**config.mk**
```make
export PLATFORM = sky130hd
export DESIGN_NAME = data_store_buffer
export DESIGN_NICKNAME = d
export VERILOG_FILES = /design/src/rtl/data_store_buffer.sv
export SDC_FILE = /design/constraint.sdc
export NUM_CORES = 1
export LEC_CHECK = 0
export CAP_MARGIN = 20
export CORE_MARGIN = 2
export CORE_UTILIZATION = 42
export CTS_CLUSTER_DIAMETER = 60
export CTS_CLUSTER_SIZE = 28
export DETAILED_ROUTE_END_ITERATION = 6
export PLACE_DENSITY = 0.7
export SYNTH_ARGS = -nofsm -noshare
export SYNTH_HDL_FRONTEND = slang
export SYNTH_SLANG_ARGS = --single-unit
```
**constraint.sdc**
```tcl
create_clock -name clk -period 8 [get_ports clk]
set_clock_uncertainty 0.1 [all_clocks]
set_input_delay 1.6 -clock clk [delete_from_list [all_inputs] [get_ports clk]]
set_output_delay 1.6 -clock clk [all_outputs]
set_load 0.05 [all_outputs]
```
**src/rtl/data_store_buffer.sv**
```systemverilog
// data_store_buffer: posted-write store FIFO in front of a 1R1W RAM, with load forwarding of pending bytes; optional STORE_BUF_COALESCE_EN merges same-word stores into the youngest entry
module data_store_buffer #(
  parameter int DEPTH = 4
) (
  input  logic                       clk,
  input  logic                       rst_n,
  input  logic [31:0]                core_rd_addr,
  output logic [31:0]                core_rd_data,
  input  logic [1:0]                 core_wr,
  input  logic [31:0]                core_wr_addr,
  input  logic [31:0]                core_wr_data,
  output logic [31:0]                mem_rd_addr,
  input  logic [31:0]                mem_rd_data,
  output logic                       mem_wr_valid,
  input  logic                       mem_wr_ready,
  output logic [31:0]                mem_wr_addr,
  output logic [3:0]                 mem_wr_strb,
  output logic [31:0]                mem_wr_data,
  output logic [$clog2(DEPTH):0]     count,
  output logic                       overflow
);
  localparam int AW = $clog2(DEPTH);
  localparam int CW = AW + 1;
  logic [29:0] e_addr [DEPTH];
  logic [3:0]  e_strb [DEPTH];
  logic [31:0] e_data [DEPTH];
  logic [AW-1:0] rptr, wptr, ypos, idx;
  logic [CW-1:0] cnt;
  logic [1:0] base;
  logic [3:0] n_strb, hit_d, hit_q;
  logic [31:0] n_mask, n_data, fwd_d, fwd_q;
  logic push, pop, accept, coalesce;
  assign base = core_wr == 2'b01 ? core_wr_addr[1:0] : core_wr == 2'b10 ? {core_wr_addr[1], 1'b0} : 2'b00;
  assign n_strb = (core_wr == 2'b01 ? 4'b0001 : core_wr == 2'b10 ? 4'b0011 : core_wr == 2'b11 ? 4'b1111 : 4'b0000) << base;
  assign n_mask = {{8{n_strb[3]}}, {8{n_strb[2]}}, {8{n_strb[1]}}, {8{n_strb[0]}}};
  assign n_data = (core_wr_data << {base, 3'b000}) & n_mask;
  assign push = core_wr != 2'b00;
  assign pop = mem_wr_valid && mem_wr_ready;
  assign ypos = wptr - 1'b1;
`ifdef STORE_BUF_COALESCE_EN
  // with a single entry that is leaving this cycle there is nothing left to merge into
  assign coalesce = push && cnt != '0 && e_addr[ypos] == core_wr_addr[31:2] && (cnt >= CW'(2) || !pop);
`else
  assign coalesce = 1'b0;
`endif
  assign accept = push && !coalesce && (cnt < CW'(DEPTH) || pop);
  assign count = cnt;
  // gated by rst_n so no RAM write escapes during the reset cycle
  assign mem_wr_valid = rst_n && cnt != '0;
  assign mem_wr_addr = mem_wr_valid ? {e_addr[rptr], 2'b00} : '0;
  assign mem_wr_strb = mem_wr_valid ? e_strb[rptr] : '0;
  assign mem_wr_data = mem_wr_valid ? e_data[rptr] : '0;
  assign mem_rd_addr = core_rd_addr;
  // oldest to youngest, then the incoming push, so later writers win per lane;
  // the head is searched even while popping because the RAM returns old data
  always_comb begin
    hit_d = '0;
    fwd_d = '0;
    idx = '0;
    for (int i = 0; i < DEPTH; i++) begin
      idx = rptr + AW'(i);
      if (CW'(i) < cnt && e_addr[idx] == core_rd_addr[31:2])
        for (int l = 0; l < 4; l++)
          if (e_strb[idx][l]) begin
            hit_d[l] = 1'b1;
            fwd_d[8*l +: 8] = e_data[idx][8*l +: 8];
          end
    end
    if ((accept || coalesce) && core_wr_addr[31:2] == core_rd_addr[31:2])
      for (int l = 0; l < 4; l++)
        if (n_strb[l]) begin
          hit_d[l] = 1'b1;
          fwd_d[8*l +: 8] = n_data[8*l +: 8];
        end
  end
  always_comb begin
    core_rd_data = mem_rd_data;
    for (int l = 0; l < 4; l++)
      core_rd_data[8*l +: 8] = hit_q[l] ? fwd_q[8*l +: 8] : mem_rd_data[8*l +: 8];
  end
  always_ff @(posedge clk) begin
    if (!rst_n) begin
      rptr <= '0;
      wptr <= '0;
      cnt <= '0;
      overflow <= 1'b0;
      hit_q <= '0;
      fwd_q <= '0;
    end else begin
      rptr <= rptr + AW'(pop);
      wptr <= wptr + AW'(accept);
      cnt <= cnt + CW'(accept) - CW'(pop);
      if (push && !accept && !coalesce) overflow <= 1'b1;
      hit_q <= hit_d;
      fwd_q <= fwd_d;
    end
  end
  always_ff @(posedge clk) begin
    if (rst_n && accept) begin
      e_addr[wptr] <= core_wr_addr[31:2];
      e_strb[wptr] <= n_strb;
      e_data[wptr] <= n_data;
    end
    if (rst_n && coalesce) begin
      e_strb[ypos] <= e_strb[ypos] | n_strb;
      e_data[ypos] <= (e_data[ypos] & ~n_mask) | n_data;
    end
  end
endmodule

```
==> flow_summary.toml <==
[final_layout]
syn_to_final_growth_pct = 17.9
multiInputGateArea_sq_mm = 0.0108
nFillCells = 4323
regArea_sq_mm = 0.00882
drive_gt1_frac = 0.136
final_cell_area_sq_mm = 0.0245
final_nets = 2205

[clock_tree]
numCtsBuffers = 23
clock_sinks = 308
clkTransAtPathRegs_ns = 0.09
holdBufCountCts = 0
htreeDepth = 1
cts_tree = "built"
root_buffer = "clkbuf_16"
clockBufferDepth = 3
worstSkewPairLatency_ns = 0.58
post_cts_buffers = 0
cts_resized = 0

[synth]
synth_warnings = 0
syn_avg_cell_area_sq_um = 10.8
syn_inst = 1927
netlist_area_sq_mm = 0.0207
seq_area_frac_synth = 0.425
async_reset_ff_frac = 0
synth_enable_flop_cells = 264
ys_seq_elements = 308
ys_types = 82
ys.flop_type = "edfxtp_1"

[power]
irDropWorstVdd_uv = 141
cellLeakagePower_nw = 7.92
power_density_mw_per_mm2 = 236

[drt]
wl_um = 68000
ant_nets = 0
drt_pass1_iterations = 6
vias_per_cell = 6.09
drt-wirelength-per-cell_um = 24.8
drtIter0Drc = 2071
num_vias = 16700
drc = 0

[sta]
tns_ns = 0
hold_viol = 0
rsz0062_at_grt = "no"
timing.final.crit_share = 0.730
worst_pin_slew_ns = 1.14
relSlewSlack = 0.235
maxSlewViolCount = 0
finalSetupViolCount = 0
timing.fmax_mhz = 171
min_period_ns = 5.84

[global_routing]
grt-ovfl-total = 0
grt_max_degree = 113
antenna_found_initial = 2
track_usage = 0.258
grt_pass1_wl_um = 99700
first_global_vias = 15700

[placement]
dp_hpwl_um = 49500
place_congestion = 0.957
portBuffers = 263
dpl_cell_area_sq_mm = 0.0235

[floorplan]
die_x_um = 226
core-area_sq_mm = 0.0488
io_pins = 270
dieArea_sq_mm = 0.0512
initial_core_util = 0.425
die_h_um = 226
num_rows = 81

[setup_path]
crit_arrival_ns = 4.14
reg2reg_depth = 10
r2r_setup_slack_ns = 2.52
cp-start-kind = "flop"
crit_type = "reg2out"
reg2reg_to = "fwd_q[21]$_SDFF_PN0_"
worstSetupEndpointType = "output pin"
r2r-start = "rptr[0]$_SDFF_PN0_"
required_ns = 6.30
startpoint = "rptr[0]$_SDFF_PN0_"
cp_max_fo = 75
critical_path.endpoint = "mem_wr_data[2]"

[min_path]
hp-class = "reg2reg"
worstHoldStart = "overflow$_SDFFE_PN0P_"

[status]
status = "finished, final reports clean"

[flow_run]
maxCapViolCount = 0
## critical path: stages, from the launching register on
cell,delay [ns]
dfxtp_4,0.91
buf_4,0.96
mux2_2,0.43
o21ai_0,0.37
nor2_1,0.11
clkdlybuf4s50_1,0.73
## sequential cells by signal (all words and copies together), names as in the netlist
register and count:
count 3, e_addr 120, e_data 128, e_strb 16, fwd_q 32, hit_q 4
overflow 1, rptr 2, wptr 2
## cells in the final DEF (no fill, tap or decap), drive strengths merged, types with 48 or more instances in the layout
cell	synthesis	routed
o21ai	127	127
nor2	135	135
xnor2	74	74
clkdlybuf4s50	0	262
xor2	54	54
nand2	178	178
a21oi	69	69
edfxtp	264	264
mux2i	195	195
mux2	113	113
mux4	54	54
inv	42	48
## through the flow
stage          utilization  worst slack [ns]  instances  total power, W  hold slack [ns]
6_report             0.501              2.16       2747         0.00577            0.395
5_1_grt              0.501              1.98       2746         0.00597            0.471
4_1_cts              0.500              2.20       2743         0.00575            0.403
3_5_place_dp         0.482              1.72       2701         0.00441            0.382
3_3_place_gp         0.481              1.79       2699         0.00438            0.361
2_1_floorplan            -             0.426       1928         0.00367            0.425
## cells by family after synthesis
logic type               Yosys count  share of synthesized area
adder cells (fa/ha/maj)            7                    0.00459
other                              1                   0.000181
XOR/XNOR                         128                     0.0541
AO/OA/AOI/OAI                    378                      0.123
multiplexers                     362                      0.214
buffers and inverters            227                     0.0560
AND/OR/NAND/NOR                  516                      0.123
flip-flops                       308                      0.425
## synth_stat cells, drive strengths merged (11+ instances only)
library cell  count  share of area
a21oi            69          0.017
a221oi           19         0.0080
a22oi            11         0.0040
and2             17         0.0051
and3             17         0.0051
buf             102          0.033
clkbuf           82          0.015
dfxtp            44          0.042
edfxtp          264           0.38
inv              42         0.0076
mux2            113          0.061
mux2i           195          0.094
mux4             54          0.059
nand2           178          0.032
nand3            18         0.0043
nand4            16         0.0048
nor2            135          0.024
nor2b            33          0.010
nor3             12         0.0029
nor4             21         0.0077
o21a             11         0.0040
o21ai           127          0.031
o221a            14         0.0076
o221ai           19         0.0083
o22ai            17         0.0051
o31a             12         0.0051
or4              20         0.0072
xnor2            74          0.031
xor2             54          0.023
## worst min-delay path by stage
| stage | end | slack (ns) | depth (start not counted) |
|---|---|---|---|
| after detailed placement | overflow$_SDFFE_PN0P_ | 0.38 | 2 |
| after CTS | overflow$_SDFFE_PN0P_ | 0.40 | 2 |
| after floorplan | wptr[1]$_SDFF_PN0_ | 0.42 | 2 |
| after global routing | overflow$_SDFFE_PN0P_ | 0.47 | 2 |
| after global placement | overflow$_SDFFE_PN0P_ | 0.36 | 2 |
| final | overflow$_SDFFE_PN0P_ | 0.40 | 2 |
## cell type report
class	count	area share
multi-input combinational	1393	0.442
sequential	308	0.361
timing repair buffer	296	0.120
tap	664	0.0340
clock buffer	23	0.0235
clock inverter	19	0.0134
inverter	43	0.00660
antenna	1	0.000102
## routing by layer
layer | up-vias | track usage | share of wire
met5 | - | 0 | 0.00019
met4 | 2 | 0.0779 | 0.029
met1 | 8274 | 0.376 | 0.44
li1 | 7509 | - | -
met3 | 125 | 0.0425 | 0.088
met2 | 821 | 0.392 | 0.44
## power by group
group	leakage, nW	switching (W)	internal (W)
combinational	4.70	0.00152	0.000866
clock	0.429	0.000685	0.000677
sequential	2.79	0.000115	0.00191
total	7.92	0.00232	0.00345
Power figures use the tool's default switching activity.
==> patch, RTL diff (config.mk and constraints unchanged) <==
Register the output `overflow` once more; this adds one clock of latency there. The other outputs are not delayed to match.
--- a/src/rtl/data_store_buffer.sv
+++ b/src/rtl/data_store_buffer.sv
@@ -22,4 +22,6 @@
   localparam int AW = $clog2(DEPTH);
   localparam int CW = AW + 1;
+
+  logic overflow_s0;
   logic [29:0] e_addr [DEPTH];
   logic [3:0]  e_strb [DEPTH];
@@ -84,5 +86,5 @@
       wptr <= '0;
       cnt <= '0;
-      overflow <= 1'b0;
+      overflow_s0 <= 1'b0;
       hit_q <= '0;
       fwd_q <= '0;
@@ -91,5 +93,5 @@
       wptr <= wptr + AW'(accept);
       cnt <= cnt + CW'(accept) - CW'(pop);
-      if (push && !accept && !coalesce) overflow <= 1'b1;
+      if (push && !accept && !coalesce) overflow_s0 <= 1'b1;
       hit_q <= hit_d;
       fwd_q <= fwd_d;
@@ -107,4 +109,8 @@
     end
   end
+  always_ff @(posedge clk) begin
+    overflow <= overflow_s0;
+  end
+
 endmodule
 
Function: same outputs for any inputs over 4 cycles, from zero or initial values and one cycle with rst_n low; that may be too few to reach the edited logic, so the function may still have changed.
==> patch against the original RTL <==
Largest power group unchanged; setup slack worse by 200 ps; power is 0.56% higher; cell area is 0.43% higher; sequential cell count is 1 higher; synthesized cell count hardly changed; wire length is 0.41% higher; area after synthesis hardly changed.
==> patch: results (changes against the original RTL) <==
Power and ir drop
  – VDD IR max: 0.174 mV (+23%)
  – Leak pwr: 7.99 nW (+0.90%)

Global route
  – Largest net degree at the start of global routing: 91 (-19%)
  – First-pass GRT wire length: 100 mm (+0.49%)
  – Total track usage: 26.0% (+0.20 points)
  – Antenna violations before repair: 1 (-1)
  – Vias in the first global route: 15.8k (+0.61%)

Place
  – Final Wtd Congestion: 1.03 (+7.6%)
  – DPL Wire Length: 49.8 mm (+0.56%)
  – Placed cell area: 0.0236 sq mm (+0.30%)

Synthesis
  – Post-synth EDFFs: 264 (unchanged)
  – Top post-synthesis cells by area: edfxtp_1 38%, mux2i_1 9.4%, mux2_2 6.1%
  – Yosys warning count: 0 (unchanged)
  – Post-synthesis sequential area ratio: 42.5% (+0.055 points)

Routing
  – Top routing layer used: met4
  – DRC violation total after the first TritonRoute iteration: 2,002 (-3.3%)
  – Routed length on met1: 29.5 mm (-1.1%)
  – Vias per cell: 6.08 (-0.25%)
  – Met3 Wirelength: 6.13 mm (+2.6%)
  – First-pass DRT Iterations: 6 (unchanged)
  – WL final: 68.3 mm (+0.41%)
  – Wire length on met2: 30.7 mm (+2.1%)

Critical path
  – Slowest cell delay on critical path: 1000 ps (+40 ps)
  – Critical-path top delay cell: dfxtp_4
  – Worst Path Arrival: 4340 ps (+200 ps)
  – CP Max Fanout: 55 (-27%)

Layout
  – Layout net count: 2,218 (+0.59%)
  – Share of layout cells above drive strength 1: 14.3% (+0.70 points)
  – Biggest regs: e_data: 128 flops, e_addr: 120 flops, fwd_q: 32 flops
  – Filler Cell Count: 4,407 (+1.9%)
  – # diodes: 0 (-1)

CTS
  – CTS buffer count: 27 (+17%)
  – Clock Latency Late Sink: 590 ps
  – Clock transition at path regs: 80 ps
  – Clock root cell: clkbuf_16

Timing
  – Worst-Margin Slew: 1210 ps (+73.7 ps)

Hold path
  – Worst hold path class: reg2reg

Run status
  – Outcome: finished clean
## patch: final timing paths
path / cells past startpoint / slack [ps] / from / to
max: 7 / 1960 / rptr[0] / mem_wr_data[23]
min: 0 / 260 / overflow_s0 / overflow
max reg2reg: 11 / 2460 / rptr[1] / fwd_q[2]
min reg2reg: 0 / 260 / overflow_s0 / overflow
## patch: cells by family (layout without fill, tap and decap cells)
kind of cell	count (synthesis)	after routing	synth area share (%)
AOI/OAI and AO/OA	378	378	12.3
xor gates and xnor gates	128	128	5.40
adders and majority gates	7	7	0.458
buffers and inverters	227	397	5.59
DFF	309	309	42.5
muxes	362	362	21.4
other	1	2	0.0181
and+or+nand+nor	516	516	12.3
## patch: layout make-up
class | instances | area (sq um) | area share (%)
tap | 664 | 831 | 3.38
clock inverter | 22 | 256 | 1.04
sequential | 309 | 8840 | 36.0
inverter | 43 | 161 | 0.657
clock buffer | 28 | 689 | 2.81
timing repair buffer | 304 | 2980 | 12.1
multi-input combinational | 1393 | 10800 | 44.0
## patch: power by group
group          switching [mW]  internal, mW  total [mW]  leakage [nW]
logic                    1.51         0.874        2.38          4.74
registers               0.128          1.91        2.04          2.80
clock network           0.698         0.680        1.38         0.455
## patch: stage by stage
| stage | instances | util [%] | setup WS, ps | total power, mW |
|---|---|---|---|---|
| 2_1_floorplan | 1929 | - | 426 | 3.68 |
| 4_1_cts | 2761 | 50.2 | 1960 | 5.80 |
| 3_3_place_gp | 2709 | 48.3 | 1720 | 4.39 |
| 3_5_place_dp | 2711 | 48.3 | 1840 | 4.42 |
| 5_1_grt | 2763 | 50.3 | 1810 | 6.02 |
| 6_report | 2763 | 50.3 | 1960 | 5.80 |
## patch: worst max-delay path, delay by kind of cell (launching register included)
kind            cells  cell delay, ps
compound gates      1             380
buf+inv             4            1800
flops               1            1000
mux                 1             390
simple gates        1              80
## patch: routing by layer
layer | track usage (%) | vias to the layer above
met1 | 37.7 | 8295
met4 | 6.85 | 0
met5 | 0 | -
met3 | 4.04 | 106
li1 | - | 7523
met2 | 40.5 | 863
